File: src/rtl/alu_mul_seq.sv
// Shift-add 64-bit multiplier sequencer that borrows the shared execute-stage ALU while busy.
// Optional build macro MUL_EARLY_TERM_EN: stop iterating once the remaining multiplier bits are zero.
module alu_mul_seq #(
   parameter int unsigned WIDTH = 64,
   parameter int unsigned CNT_W = 7
) (
   input  logic             clk,
   input  logic             reset_n,
   input  logic             start,
   input  logic [WIDTH-1:0] mcand,
   input  logic [WIDTH-1:0] mplier,
   output logic             busy,
   output logic             done,
   output logic [WIDTH-1:0] product,
   output logic [WIDTH-1:0] alu_a,
   output logic [WIDTH-1:0] alu_b,
   output logic [2:0]       alu_cntrl,
   input  logic [WIDTH-1:0] alu_result
);

   localparam logic [2:0] ALU_ADD  = 3'b010;
   localparam logic [2:0] ALU_IDLE = 3'b000;

   typedef enum logic [1:0] {
      S_IDLE = 2'd0,
      S_RUN  = 2'd1,
      S_DONE = 2'd2
   } state_t;

   state_t           state_q, state_d;
   logic [WIDTH-1:0] acc_q, acc_d;
   logic [WIDTH-1:0] mc_q, mc_d;
   logic [WIDTH-1:0] mp_q, mp_d;
   logic [CNT_W-1:0] cnt_q, cnt_d;
   logic [WIDTH-1:0] product_q, product_d;
   logic [WIDTH-1:0] mp_shift;
   logic             last_iter;

   assign mp_shift = mp_q >> 1;

`ifdef MUL_EARLY_TERM_EN
   // Remaining multiplier bits all zero means every later add would contribute nothing.
   assign last_iter = (cnt_q == CNT_W'(WIDTH - 1)) || (mp_shift == '0);
`else
   assign last_iter = (cnt_q == CNT_W'(WIDTH - 1));
`endif

   always_comb begin
      state_d   = state_q;
      acc_d     = acc_q;
      mc_d      = mc_q;
      mp_d      = mp_q;
      cnt_d     = cnt_q;
      product_d = product_q;
      busy      = 1'b0;
      done      = 1'b0;
      alu_a     = '0;
      alu_b     = '0;
      alu_cntrl = ALU_IDLE;

      unique case (state_q)
         S_IDLE, S_DONE: begin
            done = (state_q == S_DONE);
            // DONE accepts start exactly like IDLE so operations can run back to back.
            if (start) begin
               acc_d   = '0;
               mc_d    = mcand;
               mp_d    = mplier;
               cnt_d   = '0;
               state_d = S_RUN;
            end else begin
               state_d = S_IDLE;
            end
         end

         S_RUN: begin
            busy      = 1'b1;
            alu_a     = acc_q;
            alu_b     = mp_q[0] ? mc_q : '0;
            alu_cntrl = ALU_ADD;
            acc_d     = alu_result;
            mc_d      = mc_q << 1;
            mp_d      = mp_shift;
            cnt_d     = cnt_q + CNT_W'(1);
            if (last_iter) begin
               state_d   = S_DONE;
               product_d = alu_result;
            end
         end

         default: state_d = S_IDLE;
      endcase
   end

   always_ff @(posedge clk or negedge reset_n) begin
      if (!reset_n) begin
         state_q   <= S_IDLE;
         acc_q     <= '0;
         mc_q      <= '0;
         mp_q      <= '0;
         cnt_q     <= '0;
         product_q <= '0;
      end else begin
         state_q   <= state_d;
         acc_q     <= acc_d;
         mc_q      <= mc_d;
         mp_q      <= mp_d;
         cnt_q     <= cnt_d;
         product_q <= product_d;
      end
   end

   assign product = product_q;

endmodule

File: config.mk
export PLATFORM = sky130hd
export DESIGN_NAME = alu_mul_seq
export DESIGN_NICKNAME = d
export VERILOG_FILES = /design/src/rtl/alu_mul_seq.sv
export SDC_FILE = /design/constraint.sdc
export NUM_CORES = 1
export LEC_CHECK = 0
export BUFFER_PORTS_ARGS = -buffer_cell sky130_fd_sc_hd__clkbuf_2
export CAP_MARGIN = 30
export CORE_MARGIN = 3
export CORE_UTILIZATION = 54
export DETAILED_ROUTE_END_ITERATION = 6
export GPL_TIMING_DRIVEN = 0
export PLACE_DENSITY_LB_ADDON = 0.25
export SLEW_MARGIN = 20
export SYNTH_ARGS = -nofsm -noshare
export SYNTH_HDL_FRONTEND = slang
export SYNTH_SLANG_ARGS = --single-unit
File: constraint.sdc
create_clock -name clk -period 4.7 [get_ports clk]
set_input_delay 0.47 -clock clk [delete_from_list [all_inputs] [get_ports clk]]
set_output_delay 0.47 -clock clk [all_outputs]
set_load 0.05 [all_outputs]
# Yosys cells after proc, flatten, opt, wreduce, memory -nomap -nowiden
# Index checks and enable logic that the tools add are counted.
# op_classes
mux	17
eq_ne	5
n_reduce_logical	5
add_sub_neg	1
# ops
op	count
64-bit 2-to-1 mux	6
64-bit one-hot mux with 2 select lines	3
7-bit one-hot mux with 2 select lines	1
7-bit by 1-bit adder with 7-bit output, second input constant	1
7-bit by 6-bit equality test with 1-bit output, second input constant	1
7-bit 2-to-1 mux	1
2-bit 2-to-1 mux	2
2-bit != test, second input constant	2
2-bit one-hot mux with 2 select lines	1
2-bit AND reduction	2
1-bit 2-to-1 mux	3
2-bit by 1-bit equality test with 1-bit output, second input constant	1
2-bit equality test, second input constant	1
2-bit logical NOT	1
2-bit nonzero test	1
2-bit OR reduction	1
# totals
out_inout_bits	197
reg_bits	265
wordCells	34

# Depth between registers and ports, before layout
# logic_depth
ltp_word	4
depth_mapped	8
depth_no_buf	4

# Worst setup path after synthesis
# No wires, ideal clock.
# synth_path
path_kind	reg2out
from	reg state_q[1]
to	out alu_a[53]
path_buffers	3
slack_ps	2250
stages_incl_launch_ff	7
arrival_time_ps	1980
cell_sequence	dfrtp_1 > nand2b_1 > buf_4 > inv_1 > buf_2 > clkbuf_1 > and2_1
# synth_via
elab_chain_len	2
# synth_lines
item	line_no	text
start, declared	30	state_t state_q, state_d;
start signal, assigned	104	state_q <= state_d;
2-bit by 1-bit equality test with 1-bit output	61	unique case (state_q)
64-bit 2-to-1 mux	61	
end, declared	15	output logic [WIDTH-1:0] alu_a,
# No other way between the ends.

# Final worst setup path
# layout_path
from	reg state_q[1]
to	out alu_a[43]
# Same word-level chain as after synthesis.

==> results.txt <==
----------------------------------------------------
[GRT]
  Vias in the first global route ... about 10000
  Global route total overflow ... 0
  Global-route usage over all layers ... 30.0%
  Largest net degree at the start of global routing ... between 90 and 100
  Global-route wire length before repair ... 54300 um
  Initial antenna violation count ... 3

[Critical path]
  Critical path buffer and inverter count ... 6
  Sort of element at the start of the critical path ... flop
  Critical-path cell list ... nand2b_1 > buf_4 > inv_1 > buf_2 > buf_2 > clkbuf_1 > and2_1 > clkbuf_2
  Kind of cell adding the most delay to the critical path ... buffers and inverters
  Worst setup EP type ... primary output
  Kind of critical path ... reg2out
  Cell with the largest stage delay on the worst path ... sky130_fd_sc_hd__buf_2
  Worst stage delay on the critical path ... ~370 ps
  Critical R2R Capture ... product[20]
  Worst Path Required ... ~4200 ps
  Worst R2R Start ... cnt_q[0]
  R2r worst-path depth ... 6
  Arrival time of the worst setup path ... 2760 ps
  Reg-to-reg slack, setup ... 2650 ps
  Most repeated library cell on the critical path ... sky130_fd_sc_hd__buf_2
  CP Max Fanout ... 10

[Clock tree]
  Post-CTS setup buffer count ... 0
  Clock Tree Root ... sky130_fd_sc_hd__clkbuf_16
  CTS tree ... built
  Number of buffers on the longest clock path ... 3
  Total clock sinks ... around 270
  Inserted Clock Buffers ... 29
  H-tree level count ... 1
  Clock latency at the later pin of the worst-skew pair ... ~530 ps
  Count of hold-fix buffers inserted at cts ... 1
  Clk pin slew, worst setup/hold paths ... 60 ps
  Post_cts resized ... 0

[Logic synthesis]
  Synth Warn # ... 0
  Leading register cell type out of synthesis ... sky130_fd_sc_hd__dfrtp_1
  Average footprint of a synthesized cell ... around 11 um^2
  Cell with the most instances after synthesis ... sky130_fd_sc_hd__dfrtp_1
  Async S/R FF share, synth ... 100%
  Main area contributors after synthesis ... sky130_fd_sc_hd__dfrtp_1 (58%), sky130_fd_sc_hd__a22o_1 (5.1%), sky130_fd_sc_hd__a22oi_1 (4.1%)
  Area share of the largest cell type after synthesis ... between 50 and 60%
  Library cell occupying the most area in the post-synthesis netlist ... sky130_fd_sc_hd__dfrtp_1
  Synth Instances ... 1038
  Sequential element share of the synthesized area ... around three fifths
  Synthesized cell area ... approximately 11000 um^2
  Unique cell type count in the Yosys netlist ... 30
  Number of enable-type register cells in the synthesized netlist ... 0
  Synth cell count leaders ... sky130_fd_sc_hd__dfrtp_1 (265), sky130_fd_sc_hd__nand2_1 (70), sky130_fd_sc_hd__a22o_1 (67)
  Number of storage elements in the synthesis netlist ... approximately 270

[Floorplan]
  Initial core utilization ... a little under three fifths
  Die Height ... 151 um
  Area inside the core boundary ... approximately 20000 um^2
  Overall die area ... approximately 23000 um^2
  Rows ... 52
  Number of top-level pins ... roughly 400
  Die W ... ~150 um

[Timing]
  Setup tns final ... 0 ps
  Maximum clock skew at final layout ... slightly above 8 ps
  Final critical-path share of the clock period ... a little under 70%
  Final setup vio count ... 0
  Number of hold violations in the final report ... 0
  Final Worst Setup Slack ... between 1000 and 1500 ps
  Fmax achieved ... between 0.3 and 0.4 GHz
  Final period demand of the worst path ... 3230 ps
  Actual slew at the worst max-slew pin ... approximately 740 ps
  Normalized max-slew margin ... approximately half
  Setup repair after global routing missed its margin ... no
  Fin. max-slew vios ... 0

[Finish]
  Layout-stage area growth over the synthesis result ... 28.8%
  Nets ... around 1700
  Proportion of layout cells with a drive suffix above 1 ... approximately a third
  Final core utilization ... a little under three quarters
  Number of fill cells ... approximately 1600

[Worst hold path]
  Worst hold stages ... 3
  Classification of the worst-slack hold path ... in2reg
  Min-delay src ... mcand[8]
  Hold Crit Endpoint ... mc_q[8]

[Power]
  Worst voltage drop across the vdd grid ... 0.000615 V
  Leakage power total ... approximately 7.3 nW
  Total power density per cell area ... 812 nW/um^2

[Placement]
  DP HPWL ... ~25000 um
  Quantity of I/O buffers inserted on ports ... 389
  Placer congestion estimate ... 0.878
  Setup Slack @ Placement ... 2020 ps

[Routing]
  Avg Vias per Cell ... 5.75
  Routed length on met1 ... roughly 14000 um
  Vias ... 10076
  Iteration-0 DRC count of the detailed router ... 638
  Metal3 WL ... a little under 3000 um
  Met2 routed WL ... about 17000 um
  Wire per inst ... about 20 um
  DRC ... 0
  Routed wire length ... between 30000 and 40000 um
  Routed Antenna Nets ... 0
  First drt pass iteration count ... 6
  Highest metal layer used by the detailed router ... met5

[Run status]
  Status ... finished clean

[Flow run]
  Max cap viols ... 0

----------------------------------------------------
[logic make-up after synthesis]
kind of cell,share of synthesized area (%)
other,0.0329
flip-flops,58.1
buffers and inverters,4.29
multiplexers,6.68
AND/OR/NAND/NOR,17.7
adder cells (fa/ha/maj),0.110
AO/OA/AOI/OAI,13.0
[registers in the layout, summed over array words and instances (netlist names)]
signal	count
state_q	2
product	64
cnt_q	7
mc_q	64
acc_q	64
mp_q	64
[how the worst max path moves through the flow]
stage / from / cells past startpoint / end
after global routing: state_q[1] / 8 / alu_a[43]
final: state_q[1] / 8 / alu_a[43]
after floorplan: state_q[1] / 6 / alu_a[53]
after CTS: state_q[1] / 8 / alu_a[43]
after detailed placement: state_q[1] / 8 / alu_a[43]
after global placement: reset_n / 1 / mc_q[40]
[cell type report]
cell class / instances / area, um^2 / share of cell area [%]
sequential: 265 / 6630 / 45.1
antenna: 1 / 2.50 / 0.0170
tap: 270 / 338 / 2.30
multi-input combinational: 669 / 4290 / 29.2
timing repair buffer: 393 / 2050 / 13.9
buffer: 104 / 485 / 3.30
clock inverter: 7 / 38.8 / 0.264
clock buffer: 43 / 858 / 5.84
inverter: 1 / 3.75 / 0.0255
[report_power, final]
part	internal [mW]	leakage [nW]	switching, mW
Sequential	3.14	3.14	0.533
Clock	1.25	0.450	0.896
Combinational	1.74	3.68	4.37
[worst min-delay path, stage by stage]
cell and delay (ps):
sky130_fd_sc_hd__clkbuf_2 80, sky130_fd_sc_hd__a22oi_1 60, sky130_fd_sc_hd__nand2_1 50
[cells in the final DEF (no fill, tap or decap), drive strengths merged]
| master | n |
|---|---|
| nand4 | 1 |
| nor2 | 64 |
| a22o | 67 |
| diode | 1 |
| clkbuf | 487 |
| clkinv | 6 |
| nand2b | 3 |
| ha | 1 |
| dlygate4sd3 | 1 |
| dfrtp | 265 |
| and3 | 65 |
| mux2 | 65 |
| inv | 2 |
| a41oi | 1 |
| a31oi | 1 |
| nor3 | 64 |
| mux2i | 3 |
| conb | 2 |
| and2 | 64 |
| nor4 | 1 |
| a22oi | 63 |
| nand2 | 70 |
| o21ai | 2 |
| buf | 52 |
| nor2b | 2 |
| o22ai | 63 |
| o311ai | 1 |
| nand3 | 66 |
[metrics by stage]
stage | std cells | hold WS (ps) | total power, mW | cell area (um^2)
finish | 1753 | 150 | 11.9 | 14700
global route | 1753 | 142 | 12.6 | 14700
CTS | 1752 | 137 | 12.0 | 14700
detailed placement | 1701 | 418 | 9.77 | 13800
global placement | 1698 | 461 | 9.64 | 13700
floorplan | 1039 | 174 | 8.16 | 11400
[metal layers]
metal,global-route usage (%),vias up
met1,39.2,4918
met5,0,-
li1,-,4590
met3,7.12,102
met4,11.7,4
met2,48.6,462
(Power assumes the default switching activity.)
